`src/rtl/cpu_pkg.sv`:
```
// Shared CPU front-end definitions: address/instruction widths, NOP encoding,
// fetch FSM states and a saturating counter helper.
package cpu_pkg;

  localparam int unsigned AddrWidth  = 8;
  localparam int unsigned InstrWidth = 32;

  localparam logic [InstrWidth-1:0] NopInstr = 32'h0;

  typedef enum logic {
    StBoot,
    StRun
  } fetch_state_e;

  // Add a small increment to a 16-bit event counter, sticking at all-ones.
  function automatic logic [15:0] sat_add16(input logic [15:0] base, input logic [2:0] inc);
    logic [16:0] sum;
    sum = {1'b0, base} + {14'b0, inc};
    return sum[16] ? 16'hFFFF : sum[15:0];
  endfunction

endpackage

```
`src/rtl/fetch_queue.sv`:
```
// Two-entry instruction queue between the fetch pipeline and decode.
// Entry 0 is always the head, so head outputs come straight from registers.
module fetch_queue
  import cpu_pkg::*;
(
  input  logic                  clk,
  input  logic                  rst_n,
  input  logic                  push,
  input  logic [InstrWidth-1:0] push_instr,
  input  logic [AddrWidth-1:0]  push_pc,
  input  logic                  pop,
  input  logic                  flush,
  output logic [1:0]            count,
  output logic                  head_valid,
  output logic [InstrWidth-1:0] head_instr,
  output logic [AddrWidth-1:0]  head_pc
);

  logic [1:0]            count_q, count_d;
  logic [InstrWidth-1:0] ent0_instr_q, ent0_instr_d, ent1_instr_q, ent1_instr_d;
  logic [AddrWidth-1:0]  ent0_pc_q, ent0_pc_d, ent1_pc_q, ent1_pc_d;

  // Next-state: flush wins; otherwise shift on pop and fill the first free slot on push.
  always_comb begin
    count_d      = count_q;
    ent0_instr_d = ent0_instr_q;
    ent0_pc_d    = ent0_pc_q;
    ent1_instr_d = ent1_instr_q;
    ent1_pc_d    = ent1_pc_q;
    if (flush) begin
      count_d      = 2'd0;
      ent0_instr_d = NopInstr;
      ent0_pc_d    = '0;
      ent1_instr_d = NopInstr;
      ent1_pc_d    = '0;
    end else begin
      case ({push, pop})
        2'b10: begin
          if (count_q == 2'd0) begin
            ent0_instr_d = push_instr;
            ent0_pc_d    = push_pc;
          end else begin
            ent1_instr_d = push_instr;
            ent1_pc_d    = push_pc;
          end
          count_d = count_q + 2'd1;
        end
        2'b01: begin
          ent0_instr_d = ent1_instr_q;
          ent0_pc_d    = ent1_pc_q;
          count_d      = count_q - 2'd1;
        end
        2'b11: begin
          // Simultaneous enqueue/dequeue keeps the occupancy unchanged.
          if (count_q == 2'd2) begin
            ent0_instr_d = ent1_instr_q;
            ent0_pc_d    = ent1_pc_q;
            ent1_instr_d = push_instr;
            ent1_pc_d    = push_pc;
          end else begin
            ent0_instr_d = push_instr;
            ent0_pc_d    = push_pc;
          end
        end
        default: ;
      endcase
    end
  end

  // Queue storage and occupancy registers.
  always_ff @(posedge clk or negedge rst_n) begin
    if (!rst_n) begin
      count_q      <= 2'd0;
      ent0_instr_q <= NopInstr;
      ent0_pc_q    <= '0;
      ent1_instr_q <= NopInstr;
      ent1_pc_q    <= '0;
    end else begin
      count_q      <= count_d;
      ent0_instr_q <= ent0_instr_d;
      ent0_pc_q    <= ent0_pc_d;
      ent1_instr_q <= ent1_instr_d;
      ent1_pc_q    <= ent1_pc_d;
    end
  end

  assign count      = count_q;
  assign head_valid = (count_q != 2'd0);
  assign head_instr = ent0_instr_q;
  assign head_pc    = ent0_pc_q;

  // The issue throttle guarantees a full queue is never written without a pop.
  a_no_overflow : assert property (@(posedge clk) disable iff (!rst_n)
    !(push && !pop && !flush && count_q == 2'd2))
    else $error("fetch_queue: push into full queue");

  a_no_underflow : assert property (@(posedge clk) disable iff (!rst_n)
    !(pop && !flush && count_q == 2'd0))
    else $error("fetch_queue: pop from empty queue");

endmodule

```
`src/rtl/fetch_unit.sv`:
```
// Instruction fetch unit: PC register, BOOT/RUN FSM, one in-flight fetch to a
// registered instruction memory, and a 2-entry queue toward decode.
// Optional build macro FETCH_PERF_CNT_EN adds fetch_cnt / squash_cnt outputs.
module fetch_unit
  import cpu_pkg::*;
#(
  parameter logic [AddrWidth-1:0] RESET_PC = 8'h00
) (
  input  logic                  clk,
  input  logic                  rst_n,
  input  logic                  redirect_valid,
  input  logic [AddrWidth-1:0]  redirect_pc,
  output logic [AddrWidth-1:0]  imem_addr,
  input  logic [InstrWidth-1:0] imem_data,
  output logic                  if_valid,
  input  logic                  if_ready,
  output logic [InstrWidth-1:0] if_instr,
  output logic [AddrWidth-1:0]  if_pc
`ifdef FETCH_PERF_CNT_EN
  ,
  output logic [15:0]           fetch_cnt,
  output logic [15:0]           squash_cnt
`endif
);

  fetch_state_e         state_q;
  logic [AddrWidth-1:0] pc_q;
  logic                 inflight_q;
  logic [AddrWidth-1:0] inflight_pc_q;

  logic [1:0] q_count;
  logic       deq_fire;
  logic       redirect_fire;
  logic       issue_fire;
  logic [2:0] occupancy;

  assign deq_fire      = if_valid && if_ready;
  assign redirect_fire = redirect_valid && (state_q == StRun);
  assign occupancy     = {1'b0, q_count} + {2'b0, inflight_q};
  // Issue only if the result is guaranteed a queue slot when it lands.
  assign issue_fire    = (state_q == StRun) && !redirect_fire &&
                         (occupancy < (3'd2 + {2'b0, deq_fire}));

  assign imem_addr = pc_q;

  // FSM, PC and in-flight tracking; a redirect drops the in-flight fetch by not reissuing.
  always_ff @(posedge clk or negedge rst_n) begin
    if (!rst_n) begin
      state_q       <= StBoot;
      pc_q          <= RESET_PC;
      inflight_q    <= 1'b0;
      inflight_pc_q <= '0;
    end else begin
      unique case (state_q)
        StBoot:  state_q <= StRun;
        StRun:   state_q <= StRun;
        default: state_q <= StBoot;
      endcase
      if (redirect_fire) begin
        pc_q <= redirect_pc;
      end else if (issue_fire) begin
        pc_q <= pc_q + 8'd1;
      end
      inflight_q <= issue_fire;
      if (issue_fire) begin
        inflight_pc_q <= pc_q;
      end
    end
  end

  fetch_queue u_queue (
    .clk        (clk),
    .rst_n      (rst_n),
    .push       (inflight_q && !redirect_fire),
    .push_instr (imem_data),
    .push_pc    (inflight_pc_q),
    .pop        (deq_fire),
    .flush      (redirect_fire),
    .count      (q_count),
    .head_valid (if_valid),
    .head_instr (if_instr),
    .head_pc    (if_pc)
  );

`ifdef FETCH_PERF_CNT_EN
  logic [15:0] fetch_cnt_q, squash_cnt_q;
  logic [2:0]  squash_amt;

  // A head consumed in the redirect cycle is a delivered fetch, not a squash.
  assign squash_amt = occupancy - {2'b0, deq_fire};

  // Saturating delivered/squashed instruction counters.
  always_ff @(posedge clk or negedge rst_n) begin
    if (!rst_n) begin
      fetch_cnt_q  <= 16'h0;
      squash_cnt_q <= 16'h0;
    end else begin
      if (deq_fire) begin
        fetch_cnt_q <= sat_add16(fetch_cnt_q, 3'd1);
      end
      if (redirect_fire) begin
        squash_cnt_q <= sat_add16(squash_cnt_q, squash_amt);
      end
    end
  end

  assign fetch_cnt  = fetch_cnt_q;
  assign squash_cnt = squash_cnt_q;
`endif

endmodule

```
`config.mk`:
```
export PLATFORM = sky130hd
export DESIGN_NAME = fetch_unit
export DESIGN_NICKNAME = d
export VERILOG_FILES = /design/src/rtl/cpu_pkg.sv /design/src/rtl/fetch_queue.sv /design/src/rtl/fetch_unit.sv
export SDC_FILE = /design/constraint.sdc
export NUM_CORES = 1
export LEC_CHECK = 0
export ABC_AREA = 1
export BUFFER_PORTS_ARGS = -buffer_cell sky130_fd_sc_hd__buf_4
export CAP_MARGIN = 25
export CORE_ASPECT_RATIO = 1.25
export CORE_MARGIN = 2
export CORE_UTILIZATION = 47
export CTS_BUF_LIST = sky130_fd_sc_hd__clkbuf_4 sky130_fd_sc_hd__clkbuf_8 sky130_fd_sc_hd__clkbuf_16
export CTS_CLUSTER_DIAMETER = 50
export DETAILED_ROUTE_END_ITERATION = 16
export PLACE_DENSITY = 0.69
export SYNTH_ARGS = -nofsm -noshare
export SYNTH_HDL_FRONTEND = slang
export SYNTH_SLANG_ARGS = --single-unit
```
`constraint.sdc`:
```
create_clock -name clk -period 1.7 [get_ports clk]
set_input_delay 0.255 -clock clk [delete_from_list [all_inputs] [get_ports clk]]
set_output_delay 0.255 -clock clk [all_outputs]
set_load 0.02 [all_outputs]
```
==> summary.txt, run 1 <==
STA
  – Fin crit share: 92.7%
  – Clock Skews: 0.00674 ns
  – Final hold vios: 0
  – Period minus WS final: between 1.5 and 2 ns
  – Max-slew violation count: 0
  – Final setup violation count: 0
  – Setup_tns: 0 ns
  – Maximum clock rate: between 600 and 700 MHz
  – RSZ-0062 raised after global routing: false

Worst hold path
  – Worst hold path class: primary input to flop
  – Hold Path Depth: 3
  – Hold Startpoint: redirect_pc[1]
  – Hold EP: imem_addr[1]

Global route
  – Tot GR Track Use: 23.1%
  – Vias in the first global route: 5025
  – Global-route wire length before repair: 23700 µm
  – Initial antenna violation count: 0
  – Grt total ovfl: 0
  – Largest net degree at the start of global routing: 56

Synthesis
  – Avg Inst Size Synth: about 6.9 µm²
  – Syn_nets: 847
  – Synth Register Bits: 100
  – Distinct cells, synth: 28
  – Seq/Total Area, Yosys: 45.2%
  – Post-Syn Instances: 800
  – Post-Synthesis Cell Area: ~5500 µm²
  – Synth warn: 0

Worst setup path
  – Arr. time, crit path: 1.80 ns
  – Worst-path cell chain: ha_1, ha_1, nor3b_2, nand2_1, buf_4, nand2_1, o21ai_0
  – Slowest cell on crit path: dfrtp_1
  – CP max FO: 15
  – Worst stage delay on the critical path: 0.44 ns
  – Worst setup EP type: flop
  – Cell family with most CP delay: flip-flops
  – Reg2reg end: inflight_pc_q[0]
  – Crit path kind: flop to flop
  – R2R Setup Slk: 0.12 ns
  – Worst Path Buf+Inv: 1
  – Reg2Reg Depth: 7
  – Worst EP required: roughly 1.9 ns
  – Type of origin of the critical path: flop
  – R2R Path Start: u_queue.count[0]

Clock network
  – CTS Buf Count: 9
  – Reg clk slew, reported paths: around 0.070 ns
  – Clk sinks: 100
  – H-tree depth: 3
  – Root Buffer: clkbuf_16
  – CTS tree: yes
  – Worst-skew pair later-pin latency: 0.35 ns
  – Postcts setup bufs: 0
  – CTS max path bufs: 2

Placed design
  – Gpl congestion: 0.843
  – HPWL after detailed placement: 9540 µm
  – PortBufs: 92
  – Cell Area, Placed: 6430 µm²

Power
  – Internal: 6.32 mW
  – Net Sw Power: 4.72 mW
  – Net Sw Frac: 42.7%
  – Sequential share of power: 36.0%
  – Comb power frac: 46.7%
  – Leakage: 3.46 nW
  – P per Cell Area: around 1600 nW/µm²
  – Peak supply drop: 801 µV
  – Clock share of power: 17.3%
  – PnR Total Power: 11.0 mW

Die
  – Die W: ~100 µm
  – I/O Pins: between 90 and 100
  – Initial Utilization: 47.8%
  – Die Y: 125 µm
  – Row count: 44
  – Core region area: between 10000 and 15000 µm²
  – Die area: 12700 µm²

Drt
  – Pre-Repair DR Iteration Count: 6
  – Residual DRC: 0
  – ANT nets after route: 0
  – Vias per std cell: 5.21
  – Vias: 5349
  – Wirelength per Cell: between 10 and 15 µm
  – Drt initial violations: approximately 330
  – Final wirelength: ~14000 µm

Cells and area
  – Fin nets: 930
  – Area grow syn2layout: 21.8%
  – Finished Cell Area: 6740 µm²
  – Layout cells sized above 1: between 10% and 20%
  – Commonest cells after routing, fill and taps aside: nand2_1, buf_4, dfrtp_1
  – ANT cells: 0
  – Commonest non-fill, non-tap cell in the layout: nand2_1

Run status
  – Status: finished clean

Job
  – Maxcap violations: 0
through the flow:
step                      setup slack, ns  hold slack, ns  util (%)  cells
after floorplan                     0.160         -0.0406         -    800
after global placement             0.0919           0.238      55.6   1009
after detailed placement           0.0482           0.248      55.6   1009
after CTS                          0.0346           0.125      58.1   1026
after global routing               0.0299           0.143      58.3   1026
final                               0.123           0.126      58.3   1026
layer usage:
layer	part of all wire, %	track usage [%]	vias to the layer above
li1	-	-	2686
met1	44	30.4	2483
met2	50	38.5	162
met3	4.7	3.47	18
met4	1.8	8.66	0
met5	0	0	-
flip-flops by register name, summed over array words and instances, names as in the netlist:
| name | cells |
|---|---|
| u_queue.ent1_instr_q | 32 |
| inflight_pc_q | 8 |
| u_queue.ent1_pc_q | 8 |
| inflight_q | 1 |
| u_queue.head_pc | 8 |
| u_queue.count | 2 |
| imem_addr | 8 |
| state_q | 1 |
| u_queue.head_instr | 32 |
kinds of logic after synthesis:
| logic type | synth area share [%] |
|---|---|
| AOI/OAI and AO/OA | 8.91 |
| other | 0.0678 |
| adders and majority gates | 0.679 |
| and+or+nand+nor | 36.0 |
| DFF | 45.2 |
| buffers and inverters | 9.09 |
cells in the mapped netlist:
| cell type | n | share of area, % |
|---|---|---|
| nand3_2 | 1 | 0.18 |
| a31oi_1 | 1 | 0.11 |
| nand4_2 | 1 | 0.23 |
| nand4_1 | 3 | 0.34 |
| o21ai_0 | 86 | 7.8 |
| clkbuf_1 | 9 | 0.61 |
| buf_2 | 26 | 2.4 |
| nor2_1 | 65 | 4.4 |
| or2_2 | 2 | 0.23 |
| inv_1 | 62 | 4.2 |
| nor2_2 | 1 | 0.11 |
| buf_1 | 3 | 0.20 |
| clkbuf_2 | 1 | 0.090 |
| dfrtp_1 | 100 | 45 |
| nand2_4 | 1 | 0.20 |
| nand3b_1 | 1 | 0.14 |
| nand3_1 | 94 | 8.5 |
| nor3_1 | 1 | 0.090 |
| nand2_2 | 6 | 0.68 |
| nand2_1 | 303 | 21 |
| conb_1 | 1 | 0.068 |
| buf_4 | 6 | 0.81 |
| o22ai_1 | 9 | 1.0 |
| nor3b_1 | 1 | 0.14 |
| nor2_4 | 1 | 0.20 |
| inv_2 | 4 | 0.27 |
| clkinv_1 | 8 | 0.54 |
| ha_1 | 3 | 0.68 |
worst max path at each step:
stage | end | slack [ns] | startpoint | cells after the start
final | inflight_pc_q[0] | 0.12 | u_queue.count[0] | 7
after global routing | u_queue.head_instr[16] | 0.03 | u_queue.count[0] | 9
after CTS | u_queue.ent1_instr_q[21] | 0.03 | state_q | 4
after detailed placement | u_queue.ent1_instr_q[30] | 0.05 | state_q | 4
after global placement | inflight_pc_q[2] | 0.09 | u_queue.count[0] | 7
after floorplan | imem_addr[1] | 0.16 | inflight_q | 7
worst min-delay path, stage by stage:
cell and delay [ns]:
buf_4 0.07, nand2_1 0.04, nand3_1 0.07
layout make-up:
cell class                      instances  area [µm²]
Clock inverter                          5        27.5
Tap cell                              138         173
Timing Repair Buffer                  117         960
Sequential cell                       100        2500
Fill cell                            1107        4820
Multi-Input combinational cell        581        2550
Clock buffer                           11         246
Inverter                               74         278
power groups by stage:
| stage | clock [mW] | combinational [mW] | sequential (mW) |
|---|---|---|---|
| 2_1_floorplan | 0 | 2.73 | 4.50 |
| 3_3_place_gp | 0 | 4.98 | 3.95 |
| 3_5_place_dp | 0 | 5.12 | 4.00 |
| 4_1_cts | 1.96 | 5.16 | 3.97 |
| 5_1_grt | 2.07 | 5.77 | 4.10 |
| 6_report | 1.91 | 5.15 | 3.98 |
repair_timing:
item,CTS,global route
endpoints found under the hold margin,29,0
hold buffers,1,0
setup endpoints to repair,0,37
resized for setup,0,4
Power figures use the tool's default switching activity.
==> run 2, diff against run 1 <==
--- a/config.mk
+++ b/config.mk
@@ -15,6 +15,8 @@
 export CTS_CLUSTER_DIAMETER = 50
 export DETAILED_ROUTE_END_ITERATION = 16
 export PLACE_DENSITY = 0.69
+export SETUP_SLACK_MARGIN = 0.15
+export SKIP_CTS_REPAIR_TIMING = 1
 export SYNTH_ARGS = -nofsm -noshare
 export SYNTH_HDL_FRONTEND = slang
 export SYNTH_SLANG_ARGS = --single-unit
==> summary.txt, run 2 (synthesis gave the netlist of run 1 again) <==
Run status
  – Status: finished clean

Die
  – I/O Pins: 93 (unchanged)
  – Row count: 44 (unchanged)
  – Core region area: 11600 µm² (unchanged)
  – Initial Utilization: 47.8% (unchanged)
  – Die Y: 125 µm (unchanged)
  – Die W: 101 µm (unchanged)
  – Die area: 12700 µm² (unchanged)

Cells and area
  – Finished Layout Cells: 1034 (+0.78%)
  – Commonest cells after routing, fill and taps aside: nand2_1, buf_4, dfrtp_1
  – Commonest non-fill, non-tap cell in the layout: nand2_1
  – Fin nets: 938 (+0.86%)
  – Fillers: 1080 (-2.4%)
  – Area grow syn2layout: 25.9%
  – Finished Cell Area: 6960 µm² (+3.3%)
  – Layout cells sized above 1: 19.6% (+2.6 points)
  – ANT cells: 0 (unchanged)

STA
  – Clock Skews: 0.00566 ns (-0.00108 ns)
  – Maximum clock rate: 637 MHz (+0.47%)
  – RSZ-0062 raised after global routing: true
  – Final hold vios: 0 (unchanged)
  – Period minus WS final: 1.57 ns (-0.00736 ns)
  – Final setup violation count: 0 (unchanged)
  – Hold_ws: 0.133 ns (+0.00739 ns)
  – Max-slew violation count: 0 (unchanged)
  – Setup_tns: 0 ns (unchanged)
  – Fin crit share: 92.3% (-0.43 points)

Job
  – Maxcap violations: 0 (unchanged)

Clock network
  – Worst-skew pair later-pin latency: 0.34 ns (about the same)
  – Reg clk slew, reported paths: 0.07 ns (about the same)
  – CTS Buf Count: 9 (unchanged)
  – Root Buffer: clkbuf_16
  – H-tree depth: 3 (unchanged)
  – CTS tree: yes
  – CTS max path bufs: 2 (unchanged)
  – Clk sinks: 100 (unchanged)

Worst hold path
  – Hold Path Depth: 3 (unchanged)
  – Worst hold path class: primary input to flop

Worst setup path
  – Type of origin of the critical path: flop
  – CP max FO: 5 (-10)
  – CP dominant cell by count: ha_4
  – Worst setup EP type: flop
  – Crit path kind: flop to flop
  – Reg2Reg Depth: 8 (+1)
  – Slowest cell on crit path: dfrtp_2
  – Worst stage delay on the critical path: 0.45 ns (about the same)
  – Worst-path cell chain: ha_4, ha_4, nor3b_4, nand2_4, buf_6, inv_4, nand2_2, o21ai_2
  – Worst EP required: 1.97 ns (+0.04 ns)
  – Arr. time, crit path: 1.84 ns (+0.04 ns)

Power
  – PnR Total Power: 11.3 mW (+2.7%)
  – P per Cell Area: 1630 nW/µm² (-0.61%)
  – Peak supply drop: 854 µV (+6.6%)
  – Leakage: 3.54 nW (+2.4%)

Drt
  – Vias: 5409 (+1.1%)
  – Final wirelength: 14800 µm (+3.2%)
  – ANT nets after route: 0 (unchanged)
  – Wirelength per Cell: 14.3 µm (+2.4%)
  – Residual DRC: 0 (unchanged)
  – Pre-Repair DR Iteration Count: 7 (+1)
  – Drt initial violations: 248 (-24%)
  – Vias per std cell: 5.23 (+0.34%)

Global route
  – Global-route wire length before repair: 23700 µm (unchanged)
  – Grt total ovfl: 0 (unchanged)
  – Largest net degree at the start of global routing: 56 (unchanged)
  – Tot GR Track Use: 23.1% (unchanged)
  – Vias in the first global route: 5025 (unchanged)
  – Initial antenna violation count: 0 (unchanged)

Placed design
  – Placed cells: 1009 (unchanged)
  – PortBufs: 92 (unchanged)
  – Cell Area, Placed: 6430 µm² (unchanged)
  – Gpl congestion: 0.843 (unchanged)
  – HPWL after detailed placement: 9540 µm (unchanged)
run 2: path summary, 6_finish.rpt:
check / from / end / slack (ns)
setup / recovery: u_queue.count[0] / inflight_pc_q[1] / 0.13
hold / removal: redirect_pc[1] / imem_addr[1] / 0.13
setup reg to reg: u_queue.count[0] / inflight_pc_q[1] / 0.13
hold reg to reg: u_queue.head_instr[1] / u_queue.head_instr[1] / 0.48
max in group asynchronous: rst_n / u_queue.ent1_instr_q[24] / 0.64
min in group asynchronous: rst_n / u_queue.ent1_pc_q[4] / 0.42
run 2: worst max-delay path, delay by kind of cell, from the launching register on:
kind	cells	cell delay [ns]
adders and majority gates	2	0.34
DFF	1	0.45
buffers and inverters	2	0.22
AOI/OAI and AO/OA	1	0.07
and+or+nand+nor	3	0.41
run 2: metrics by stage:
step	util [%]	worst slack (ns)
CTS	58.0	0.0346
global placement	55.6	0.0919
floorplan	-	0.160
finish	60.2	0.131
detailed placement	55.6	0.0482
global route	60.2	0.0968
run 2: cell type report:
cell class	count	area, µm²	share of cell area [%]
multi-input cells	581	2660	38.1
flip-flops and latches	100	2500	36.0
repair buffers	125	1080	15.5
inverters	74	280	4.03
clock buffers	11	246	3.54
well taps	138	173	2.48
clock inverters	5	27.5	0.395
run 2: where the power goes:
part	total, mW	internal, mW	switching [mW]
clock network	1.90	1.04	0.866
registers	4.01	3.32	0.692
logic	5.42	2.12	3.31
run 2: per-layer routing:
metal  track usage [%]  vias up  share of wire (%)
met5                 0        -                  0
met4              8.66        0                1.8
met3              3.47       18                3.9
met2              38.5      143                 51
met1              30.4     2540                 44
li1                  -     2708                  -
==> run 3, diff against run 2 <==
==> constraint.sdc (replaced) <==
create_clock -name clk -period 1.7 [get_ports clk]
set_input_delay 0.34 -clock clk [delete_from_list [all_inputs] [get_ports clk]]
set_output_delay 0.34 -clock clk [all_outputs]
set_load 0.02 [all_outputs]
==> summary.txt, run 3 (synthesis gave the netlist of run 1 again) <==
Run status
  – Status: finished clean

Global route
  – Tot GR Track Use: 23.8% (+0.62 points)
  – Initial antenna violation count: 0 (unchanged)
  – Grt total ovfl: 0 (unchanged)
  – Vias in the first global route: 5313 (+5.7%)
  – Global-route wire length before repair: 24500 µm (+3.6%)
  – Largest net degree at the start of global routing: 50 (-11%)

Clock network
  – H-tree depth: 3 (unchanged)
  – Clk sinks: 100 (unchanged)
  – CTS max path bufs: 2 (unchanged)
  – Worst-skew pair later-pin latency: 0.35 ns (about the same)
  – CTS Buf Count: 9 (unchanged)
  – Reg clk slew, reported paths: 0.07 ns (about the same)
  – CTS tree: yes
  – Root Buffer: clkbuf_16

Die
  – Die area: 12700 µm² (unchanged)
  – Die Y: 125 µm (unchanged)
  – Die W: 101 µm (unchanged)
  – Row count: 44 (unchanged)
  – I/O Pins: 93 (unchanged)
  – Initial Utilization: 47.8% (unchanged)
  – Core region area: 11600 µm² (unchanged)

Worst setup path
  – Reg2reg end: inflight_pc_q[1]
  – R2R Path Start: u_queue.count[0]
  – Worst setup EP type: flop
  – Worst Setup EP: inflight_pc_q[1]
  – Reg2Reg Depth: 8 (unchanged)
  – Worst stage delay on the critical path: 0.46 ns (about the same)
  – Slowest cell on crit path: dfrtp_2
  – R2R Setup Slk: 0.11 ns (-0.02 ns)
  – Type of origin of the critical path: flop
  – Arr. time, crit path: 1.86 ns (+0.02 ns)
  – Worst-path cell chain: ha_4, ha_4, nor3b_4, nand2_4, buf_6, inv_2, nand2_1, o21ai_1
  – CP max FO: 5 (unchanged)
  – Worst EP required: 1.97 ns (about the same)
  – CP dominant cell by count: ha_4
  – Crit path from: u_queue.count[0]
  – Crit path kind: flop to flop

STA
  – RSZ-0062 raised after global routing: true
  – Period minus WS final: 1.59 ns (+0.0200 ns)
  – Hold_ws: 0.217 ns (+0.0845 ns)
  – Fin crit share: 93.5% (+1.2 points)
  – Final hold vios: 0 (unchanged)
  – Clock Skews: 0.00670 ns (+0.00104 ns)
  – Maximum clock rate: 629 MHz (-1.3%)
  – Final setup violation count: 0 (unchanged)
  – Setup_tns: 0 ns (unchanged)
  – Max-slew violation count: 0 (unchanged)

Job
  – Maxcap violations: 0 (unchanged)

Cells and area
  – Layout cells sized above 1: 19.5% (-0.18 points)
  – Fin nets: 936 (-0.21%)
  – Final core utilization: 60.4% (+0.18 points)
  – ANT cells: 0 (unchanged)
  – Commonest cells after routing, fill and taps aside: nand2_1, buf_4, dfrtp_1
  – Area grow syn2layout: 26.3%
  – Finished Cell Area: 6980 µm² (+0.31%)
  – Fillers: 1055 (-2.3%)
  – Commonest non-fill, non-tap cell in the layout: nand2_1

Placed design
  – Gpl congestion: 0.862 (+2.3%)
  – PortBufs: 92 (unchanged)
  – HPWL after detailed placement: 9800 µm (+2.8%)
  – Cell Area, Placed: 6460 µm² (+0.43%)

Worst hold path
  – Hold Path Depth: 3 (unchanged)
  – Worst hold path class: primary input to flop

Power
  – P per Cell Area: 1640 nW/µm² (+0.53%)
  – Leakage: 3.56 nW (+0.39%)
  – Peak supply drop: 706 µV (-17%)
  – PnR Total Power: 11.4 mW (+0.84%)

Drt
  – Wirelength per Cell: 14.9 µm (+4.2%)
  – Drt initial violations: 440 (+77%)
  – Residual DRC: 0 (unchanged)
  – Final wirelength: 15400 µm (+4.0%)
  – Vias per std cell: 5.45 (+4.2%)
  – Vias: 5627 (+4.0%)
  – ANT nets after route: 0 (unchanged)
  – Pre-Repair DR Iteration Count: 5 (-2)
## run 3: cell count changes in the layout (fill, tap and decap cells not counted), moves of 2 or more
cell and change:
buf_6 -3, nand2_4 +2, nand2_2 -2, clkbuf_16 +2
buf_8 +3, buf_4 -4, inv_2 +2
## run 3: metrics by stage
stage          worst slack [ns]  std cells
6_report                  0.111       1032
5_1_grt                  0.0476       1032
4_1_cts                 0.00986       1027
3_5_place_dp             0.0158       1011
3_3_place_gp             0.0957       1011
2_1_floorplan             0.160        800
## run 3: worst min path at each step
stage                    from                  endpoint  slack, ns
4_1_cts                 rst_n  u_queue.ent1_instr_q[18]      -0.11
6_report       redirect_pc[1]              imem_addr[1]       0.22
3_5_place_dp            rst_n    u_queue.head_instr[16]       0.26
3_3_place_gp            rst_n    u_queue.head_instr[15]       0.26
2_1_floorplan           rst_n              imem_addr[0]       0.04
5_1_grt        redirect_pc[1]              imem_addr[1]       0.25
## run 3: critical path: cells and delay by family, from the launching register on
| family | cells | cell delay [ns] |
|---|---|---|
| compound gates | 1 | 0.08 |
| simple gates | 3 | 0.43 |
| buf+inv | 2 | 0.22 |
| flops | 1 | 0.46 |
| fa+ha+maj | 2 | 0.34 |
## run 3: cell type report
class	count	area, µm²	share of cell area, %
Clock inverter	5	27.5	0.394
Sequential cell	100	2500	35.9
Tap cell	138	173	2.47
Multi-Input combinational cell	581	2650	37.9
Clock buffer	11	246	3.53
Timing Repair Buffer	123	1110	15.9
Inverter	74	278	3.98
## run 3: where the power goes
group          total (mW)  switching (mW)  internal, mW  leakage, nW
Sequential           4.02           0.697          3.32         1.27
Combinational        5.47            3.33          2.14         2.14
Clock                1.95           0.909          1.04        0.138
Total                11.4            4.93          6.50         3.56
## run 3: metal layers
metal	track usage, %	routed length, µm
met1	31.4	6480
met2	38.6	7650
met3	2.79	824
met4	11.4	438
met5	0	0
